[config.mk]
export PLATFORM = sky130hd
export DESIGN_NAME = sync_fifo_param
export DESIGN_NICKNAME = d
export VERILOG_FILES = /design/src/rtl/fifo_pkg.sv /design/src/rtl/fifo_mem.sv /design/src/rtl/sync_fifo_param.sv
export SDC_FILE = /design/constraint.sdc
export NUM_CORES = 1
export LEC_CHECK = 0
export BUFFER_PORTS_ARGS = -buffer_cell sky130_fd_sc_hd__buf_4
export CORE_UTILIZATION = 60
export CTS_CLUSTER_DIAMETER = 40
export DETAILED_ROUTE_END_ITERATION = 6
export GPL_ROUTABILITY_DRIVEN = 1
export GPL_TIMING_DRIVEN = 0
export PLACE_DENSITY = 0.88
export REMOVE_ABC_BUFFERS = 1
export SYNTH_ARGS = -nofsm -noshare
export SYNTH_HDL_FRONTEND = slang
export SYNTH_SLANG_ARGS = --single-unit
[constraint.sdc]
create_clock -name clk -period 4.1 [get_ports clk]
set_clock_uncertainty 0.2 [all_clocks]
set_input_delay 0.82 -clock clk [delete_from_list [all_inputs] [get_ports clk]]
set_output_delay 0.82 -clock clk [all_outputs]
set_load 0.05 [all_outputs]
[src/rtl/fifo_pkg.sv]
// rtl/fifo_pkg.sv - shared widths, legality helpers and status type for the parametrised FIFO
//
// Purpose: common definitions imported by fifo_mem and sync_fifo_param.
//   ptr_w()        : pointer/count width, $clog2(depth)+1 (extra wrap bit)
//   is_pow2()      : depth legality test used by the top-level elaboration checks
//   fifo_status_t  : decoded occupancy flags {full, empty, af, ae}
package fifo_pkg;

  localparam int MIN_DEPTH  = 2;
  localparam int MIN_DATA_W = 1;

  function automatic int ptr_w(input int depth);
    return $clog2(depth) + 1;
  endfunction

  function automatic bit is_pow2(input int v);
    return (v >= MIN_DEPTH) && ((v & (v - 1)) == 0);
  endfunction

  typedef struct packed {
    logic full;
    logic empty;
    logic af;
    logic ae;
  } fifo_status_t;

endpackage

[src/rtl/fifo_mem.sv]
// rtl/fifo_mem.sv - simple dual-port storage with one sync write port and one registered read port
//
// Purpose: DATA_W x DEPTH array for sync_fifo_param.
// Ports:
//   clk      in   clock, rising edge
//   rst      in   asynchronous active-high reset (read register only)
//   we_i     in   write enable
//   waddr_i  in   write address
//   wdata_i  in   write data
//   re_i     in   read enable; loads rdata_o from raddr_i at the edge
//   raddr_i  in   read address
//   rdata_o  out  registered read data, holds when re_i=0
module fifo_mem
  import fifo_pkg::*;
#(
  parameter int DATA_W = 8,
  parameter int DEPTH  = 16
) (
  input  logic                       clk,
  input  logic                       rst,
  input  logic                       we_i,
  input  logic [$clog2(DEPTH)-1:0]   waddr_i,
  input  logic [DATA_W-1:0]          wdata_i,
  input  logic                       re_i,
  input  logic [$clog2(DEPTH)-1:0]   raddr_i,
  output logic [DATA_W-1:0]          rdata_o
);

  // Storage is intentionally not reset: contents are don't-care until written.
  logic [DATA_W-1:0] mem_q [DEPTH];
  logic [DATA_W-1:0] rdata_q;

  always_ff @(posedge clk) begin
    if (we_i) begin
      mem_q[waddr_i] <= wdata_i;
    end
  end

  // Read-before-write: when full with a simultaneous read/write both addresses
  // match and the old (oldest) word is the one that must be returned.
  always_ff @(posedge clk or posedge rst) begin
    if (rst) begin
      rdata_q <= '0;
    end else if (re_i) begin
      rdata_q <= mem_q[raddr_i];
    end
  end

  assign rdata_o = rdata_q;

endmodule

[src/rtl/sync_fifo_param.sv]
// rtl/sync_fifo_param.sv - parametrised single-clock FIFO with count, thresholds and flush
//
// Purpose: buffers words between a producer and a consumer in one clock domain.
// Optional macro FIFO_ERR_FLAGS_EN adds sticky overflow/underflow outputs.
// Ports:
//   clk           in   clock, rising edge
//   rst           in   asynchronous active-high reset
//   flush         in   synchronous clear of contents (wr/rd ignored that cycle)
//   wr_en/wr_data in   write request and data
//   rd_en         in   read request
//   rd_data       out  registered read data, holds when rd_valid=0
//   rd_valid      out  rd_data carries a word popped at the previous edge
//   full/empty    out  count == DEPTH / count == 0
//   almost_full   out  count >= AF_THRESH
//   almost_empty  out  count <= AE_THRESH
//   count         out  current occupancy
//   overflow      out  sticky, write rejected (FIFO_ERR_FLAGS_EN only)
//   underflow     out  sticky, read on empty (FIFO_ERR_FLAGS_EN only)
module sync_fifo_param
  import fifo_pkg::*;
#(
  parameter int DATA_W    = 8,
  parameter int DEPTH     = 16,
  parameter int AF_THRESH = 14,
  parameter int AE_THRESH = 2
) (
  input  logic                       clk,
  input  logic                       rst,
  input  logic                       flush,
  input  logic                       wr_en,
  input  logic [DATA_W-1:0]          wr_data,
  input  logic                       rd_en,
  output logic [DATA_W-1:0]          rd_data,
  output logic                       rd_valid,
  output logic                       full,
  output logic                       empty,
  output logic                       almost_full,
  output logic                       almost_empty,
  output logic [ptr_w(DEPTH)-1:0]    count
`ifdef FIFO_ERR_FLAGS_EN
  ,
  output logic                       overflow,
  output logic                       underflow
`endif
);

  localparam int CW = ptr_w(DEPTH);
  localparam int AW = CW - 1;

  if (!is_pow2(DEPTH)) begin : g_bad_depth
    $error("sync_fifo_param: DEPTH must be a power of two >= 2");
  end
  if (DATA_W < MIN_DATA_W) begin : g_bad_width
    $error("sync_fifo_param: DATA_W must be >= 1");
  end
  if ((AF_THRESH < 1) || (AF_THRESH > DEPTH)) begin : g_bad_af
    $error("sync_fifo_param: AF_THRESH must be in 1..DEPTH");
  end
  if ((AE_THRESH < 0) || (AE_THRESH > DEPTH - 1)) begin : g_bad_ae
    $error("sync_fifo_param: AE_THRESH must be in 0..DEPTH-1");
  end

  logic [CW-1:0] wptr_q, wptr_d;
  logic [CW-1:0] rptr_q, rptr_d;
  logic [CW-1:0] count_q, count_d;
  logic          rd_valid_q, rd_valid_d;
  logic          wr_acc, rd_acc;
  fifo_status_t  status;

  // Flags come straight from the count register, so they only move on
  // accepted transfers and never react to rejected requests.
  always_comb begin
    status       = '0;
    status.full  = (count_q == CW'(DEPTH));
    status.empty = (count_q == '0);
    status.af    = (count_q >= CW'(AF_THRESH));
    status.ae    = (count_q <= CW'(AE_THRESH));
  end

  // A write into a full FIFO is allowed only when a read frees a slot in the
  // same cycle; a read on empty never bypasses the incoming write.
  always_comb begin
    rd_acc = rd_en & ~status.empty & ~flush;
    wr_acc = wr_en & (~status.full | rd_acc) & ~flush;
  end

  always_comb begin
    wptr_d     = wptr_q;
    rptr_d     = rptr_q;
    count_d    = count_q;
    rd_valid_d = 1'b0;
    if (flush) begin
      wptr_d  = '0;
      rptr_d  = '0;
      count_d = '0;
    end else begin
      wptr_d     = wptr_q + CW'(wr_acc);
      rptr_d     = rptr_q + CW'(rd_acc);
      count_d    = count_q + CW'(wr_acc) - CW'(rd_acc);
      rd_valid_d = rd_acc;
    end
  end

  always_ff @(posedge clk or posedge rst) begin
    if (rst) begin
      wptr_q     <= '0;
      rptr_q     <= '0;
      count_q    <= '0;
      rd_valid_q <= 1'b0;
    end else begin
      wptr_q     <= wptr_d;
      rptr_q     <= rptr_d;
      count_q    <= count_d;
      rd_valid_q <= rd_valid_d;
    end
  end

  fifo_mem #(
    .DATA_W (DATA_W),
    .DEPTH  (DEPTH)
  ) u_mem (
    .clk     (clk),
    .rst     (rst),
    .we_i    (wr_acc),
    .waddr_i (wptr_q[AW-1:0]),
    .wdata_i (wr_data),
    .re_i    (rd_acc),
    .raddr_i (rptr_q[AW-1:0]),
    .rdata_o (rd_data)
  );

  assign rd_valid     = rd_valid_q;
  assign full         = status.full;
  assign empty        = status.empty;
  assign almost_full  = status.af;
  assign almost_empty = status.ae;
  assign count        = count_q;

`ifdef FIFO_ERR_FLAGS_EN
  logic overflow_q, overflow_d;
  logic underflow_q, underflow_d;

  // Requests swallowed by a flush are not treated as errors.
  always_comb begin
    overflow_d  = overflow_q  | (wr_en & ~wr_acc & ~flush);
    underflow_d = underflow_q | (rd_en & status.empty & ~flush);
  end

  always_ff @(posedge clk or posedge rst) begin
    if (rst) begin
      overflow_q  <= 1'b0;
      underflow_q <= 1'b0;
    end else begin
      overflow_q  <= overflow_d;
      underflow_q <= underflow_d;
    end
  end

  assign overflow  = overflow_q;
  assign underflow = underflow_q;
`endif

endmodule

-- Word level (Yosys, flattened, before mapping)
Memories as Yosys holds them, arrays and structs flattened. A register that Yosys moved wholly into a read port is not among the register bits.
Index checks and enable logic that the tools add are counted.
- flip-flop bits (word level): 16
- RAM bits: 128
- bits of input ports: 13
- output and inout port bits: 18
- word-level logic and storage cells: 27
- memories kept: 1
- $add $sub $neg: 4
- order comparisons: 2
- eq/ne operators: 1
- multiplexer cells: 6
- bitwise logic cells: 8
- reduce and logical (&&, ||, !) cells: 1
- memories (name ; words ; width ; rd ports ; clocked after memory_dff ; write ports ; RTL line ; RTL):
    u_mem.mem_q ; 16 ; 8 ; 1 ; 1 ; 1 ; fifo_mem.sv:30 ; logic [DATA_W-1:0] mem_q [DEPTH];
- operators by type and width (cell ; count):
    $add A5 B1 Y5 ; 3
    $mux W5 ; 3
    $eq A5 B5 Y1 const B ; 1
    $ge A5 B4 Y1 const B ; 1
    $le A5 B2 Y1 const B ; 1
    $logic_not A5 Y1 ; 1
    $sub A5 B1 Y5 ; 1
    $and A1 B1 Y1 ; 4
    $mux W1 ; 3
    $not A1 Y1 ; 3
    $or A1 B1 Y1 ; 1

-- Depth between registers and ports, before layout
- depth after elaboration: 10
- gate-level depth with buffers: 16

-- By module
Synthesis repeated with hierarchy kept, for this count alone.
- cells, all modules: 324
- area, all modules: 6200.9 um2
- by module, submodules not included (module ; instances ; cells each ; area each (um2) ; sequential area each (um2)):
    fifo_mem ; 1 ; 241 ; 5335.1 ; 4043.9
    sync_fifo_param ; 1 ; 83 ; 865.8 ; 350.3

-- Worst setup path after synthesis
No wires, ideal clock.
- path kind: register to register
- start: register count_q[2], in the netlist count[2]
- end: register count_q[4], in the netlist count[4]
- setup time: 0.132 ns
- arrival time: 4.528 ns
- required time: 3.768 ns
- path slack: -0.760 ns
- cell stages (with the launch flop): 17
- path through: dfrtp_1 -> inv_1 -> ha_1 -> nor4b_1 -> or3_1 -> buf_2 -> buf_2 -> inv_1 -> ha_1 -> inv_1 -> ha_1 -> inv_1 -> fa_1 -> o21bai_1 -> a21oi_1 -> xnor2_1 -> nor2_1
- word-level cells in the longest chain between the ends: 10
- RTL lines (what ; RTL line ; RTL):
    from (decl) ; sync_fifo_param.sv:65 ; logic [CW-1:0] count_q, count_d;
    from (signal assigned) ; sync_fifo_param.sv:113 ; count_q <= count_d;
    $logic_not A5 Y1 * ; sync_fifo_param.sv:75 ; status.empty = (count_q == '0);
    net empty ; sync_fifo_param.sv:36 ; output logic empty,
    $not A1 Y1 * ; sync_fifo_param.sv:83 ; rd_acc = rd_en & ~status.empty & ~flush;
    $and A1 B1 Y1 * (2 in series) ; sync_fifo_param.sv:83 ;
    $or A1 B1 Y1 ; sync_fifo_param.sv:84 ; wr_acc = wr_en & (~status.full | rd_acc) & ~flush;
    $and A1 B1 Y1 (2 in series) ; sync_fifo_param.sv:84 ;
    $add A5 B1 Y5 ; sync_fifo_param.sv:99 ; count_d = count_q + CW'(wr_acc) - CW'(rd_acc);
    $sub A5 B1 Y5 * ; sync_fifo_param.sv:99 ;
    $mux W5 * ; sync_fifo_param.sv:92 ; if (flush) begin
    net count_d[4] ; sync_fifo_param.sv:65 ;
Mark *: on every way through the listed nets, which the timed path passes. The rest lies on a longest branch.

-- Worst setup path after layout
- start: register count_q[2], in the netlist count[2]
- end: register count_q[4], in the netlist count[4]
- word-level cells in the longest chain between the ends: 10
- RTL lines (what ; RTL line):
    $logic_not A5 Y1 ; sync_fifo_param.sv:75
    $not A1 Y1 ; sync_fifo_param.sv:83
    $and A1 B1 Y1 (2 in series) ; sync_fifo_param.sv:83
    $or A1 B1 Y1 ; sync_fifo_param.sv:84
    $and A1 B1 Y1 (2 in series) ; sync_fifo_param.sv:84
    $add A5 B1 Y5 ; sync_fifo_param.sv:99
    $sub A5 B1 Y5 * ; sync_fifo_param.sv:99
    $mux W5 * ; sync_fifo_param.sv:92
    net count_d[4] ; sync_fifo_param.sv:65
Marks and branches as above.

==> flow_metrics.py <==
metrics = {
    "status": {
        "status": "complete, no violations",
    },
    "logic_synthesis": {
        "ys.flop_type": "edfxtp_1",
        "netlist.area_leader.share": 0.6268,
        "yosys.area_share.xor_xnor": 0.009998,
        "async_flop_share": 0.1467,
        "yosysSeqAreaShare": 0.7166,
        "synth_top_area_cell": "edfxtp_1",
        "yosys.area_share.adder": 0.03387,
        "yosys.area_share.simple": 0.03999,
        "synth_edf_count": 128,
        "synth_top_family_by_area": "multiplexers",
        "synth_common_cells": "edfxtp_1, mux4_2, dfrtp_1",
        "synth.mux.area_fraction": 0.1318,
        "synth_compound_area_frac": 0.03734,
        "synth.most_common_cell": "edfxtp_1",
        "syn_inst": 321,
        "synthTopCellsByArea": "edfxtp_1, mux4_2, dfrtp_1",
        "synth_area_mm2": 0.006132,
        "synth_seq_cells": 150,
        "yosys.cell_types.count": 37,
        "avgSynthCellArea_um2": 19.10,
        "synth_warnings": 0,
    },
    "global_routing": {
        "grt_pass1_wl_mm": 17.97,
        "grt_max_degree": 35,
        "met3_usage": 0.07119,
        "grt_pass1_vias": 3149,
        "grt_use_met1": 0.3270,
        "overflow": 0,
        "busiest_layer": "met2",
        "antenna_found_initial": 0,
        "use_met2": 0.3969,
        "grt_use_total": 0.2494,
    },
    "cts": {
        "cts_made_buffers": 17,
        "cts.sinks": 150,
        "htreeDepth": 4,
        "cts.clk_slew.worst_paths_ps": 70,
        "clock_path_buffers": 2,
        "cts_root_buf": "clkbuf_8",
        "cts_resized": 0,
        "cts.hold.buffers_added": 0,
        "clkLatencyLatePin_ps": 520,
        "cts_tree": "built",
        "post_cts_buffers": 0,
    },
    "detailed_routing": {
        "avgViaCountPerCell": 6.306,
        "routed-via-count": 3153,
        "drc": 0,
        "wirelength_mm": 11.96,
        "post_drt_wl_per_cell_um": 23.91,
        "antenna_violating_nets_post_route": 0,
        "drt_iter0_drc": 316,
        "drt_pass1_iterations": 5,
    },
    "sta": {
        "hold_viol_final": 0,
        "slew_violations": 0,
        "tns_ps": 0,
        "setup_violations": 0,
        "worst_pin_slew_ps": 1321,
        "slew_headroom": 0.1123,
        "setup_ws_ps": 540.8,
        "timing.final.crit_share": 0.8681,
        "rsz0062_at_grt": "false",
        "worst_hold_slack_ps": 277.4,
        "max_freq_mhz": 281.0,
        "period_needed_ps": 3559,
    },
    "power": {
        "p_total_w": 0.004361,
        "p_leak_nw": 2.476,
        "power_per_cell_area_mw_per_mm2": 618.9,
        "ir_drop_v": 0.0003581,
    },
    "die": {
        "start_util": 0.6245,
        "die_area_mm2": 0.01063,
        "die_w_um": 103.1,
        "num_io_pins": 31,
        "core_mm2": 0.009819,
        "row_count": 36,
        "chipHeight_um": 103.1,
    },
    "place": {
        "post-place-ws_ps": 564.6,
        "hpwl_mm": 6.846,
        "gp_congestion": 0.7475,
        "io_buffers": 30,
        "placed_cell_area_mm2": 0.006409,
    },
    "run": {
        "maxCapViolations": 0,
    },
    "hold_path": {
        "min_path_type": "in -> async",
    },
    "setup_path": {
        "cp.arrival_ps": 3770,
        "path_max_fanout": 18,
        "timing.rr.end": "count[4]",
        "rrSetupSlack_ps": 540,
        "cp-end-kind": "register",
        "rr_startpoint": "count[2]",
        "ff2ff_path_depth": 14,
        "worstSetupStartpointType": "register",
        "critical_path_class": "reg -> reg",
        "required_ps": 4310,
    },
    "final_layout": {
        "drive_gt1_frac": 0.2725,
        "fin_nets": 383,
        "antenna_cells": 0,
        "area.growth.synth_to_final_pct": 14.89,
        "n_fill_cell": 570,
        "fin_area_mm2": 0.007046,
    },
}
-- worst max-delay path by stage --
stage	from	end	depth (start not counted)
floorplan	count[2]	count[4]	14
finish	count[2]	count[4]	14
detailed placement	flush	count[4]	12
global placement	flush	count[4]	12
global route	count[2]	count[4]	14
CTS	count[2]	count[4]	14
-- registers in the layout, indices dropped and copies added, names as in the netlist --
signal	count
u_mem.mem_q	128
rptr_q	4
wptr_q	4
count	5
rd_valid	1
u_mem.rdata_o	8
-- routing by layer --
layer	vias to the layer above	wire length [um]
li1	1329	-
met1	1603	4698
met2	185	6037
met3	36	902
met4	0	318
met5	-	0
-- logic make-up (layout without fill, tap and decap cells) --
family / Yosys count / count (layout)
flip-flops: 150 / 150
AND/OR/NAND/NOR: 46 / 46
multiplexers: 40 / 40
AO/OA/AOI/OAI: 32 / 32
buffers and inverters: 30 / 76
adder cells (fa/ha/maj): 16 / 16
XOR/XNOR: 7 / 7
-- power breakdown --
group | switching, W | leakage [nW] | internal [W] | total, W
clock network | 0.000628 | 0.296 | 0.00101 | 0.00164
registers | 0.0000824 | 1.44 | 0.00173 | 0.00181
logic | 0.000548 | 0.741 | 0.000357 | 0.000905
-- worst max-delay path: stages (launching register included) --
cell and delay, ps:
dfrtp_1 430, inv_1 130, ha_1 170, nor4b_1 290, or3_1 600, inv_1 180
ha_1 330, inv_1 60, ha_1 150, inv_1 50, fa_1 410, o21bai_1 160
a21oi_1 90, xnor2_1 140, nor2_1 50
-- cells in the final DEF (no fill, tap or decap), types with 6 or more instances in the layout --
cell type / instances
dfrtp_1: 20
a211oi_1: 8
mux2i_1: 8
mux4_2: 30
a21o_1: 8
buf_4: 30
clkbuf_16: 16
nor2_1: 20
o22ai_1: 8
edfxtp_1: 128
ha_1: 15
nor2b_1: 6
inv_1: 13
-- layout make-up --
type,count,area (um2),share of cell area
sequential,150,4397,0.6240
clock inverter,13,195.2,0.02770
multi-input combinational,141,1562,0.2216
clock buffer,19,431.7,0.06127
inverter,13,48.80,0.006926
timing repair buffer,31,245.2,0.03481
tap,133,166.4,0.02362
-- metrics by stage --
stage | cells | util
5_1_grt | 500 | 0.7175
2_1_floorplan | 304 | -
4_1_cts | 500 | 0.7165
3_5_place_dp | 468 | 0.6527
3_3_place_gp | 467 | 0.6504
6_report | 500 | 0.7175
Power figures use the tool's default switching activity.
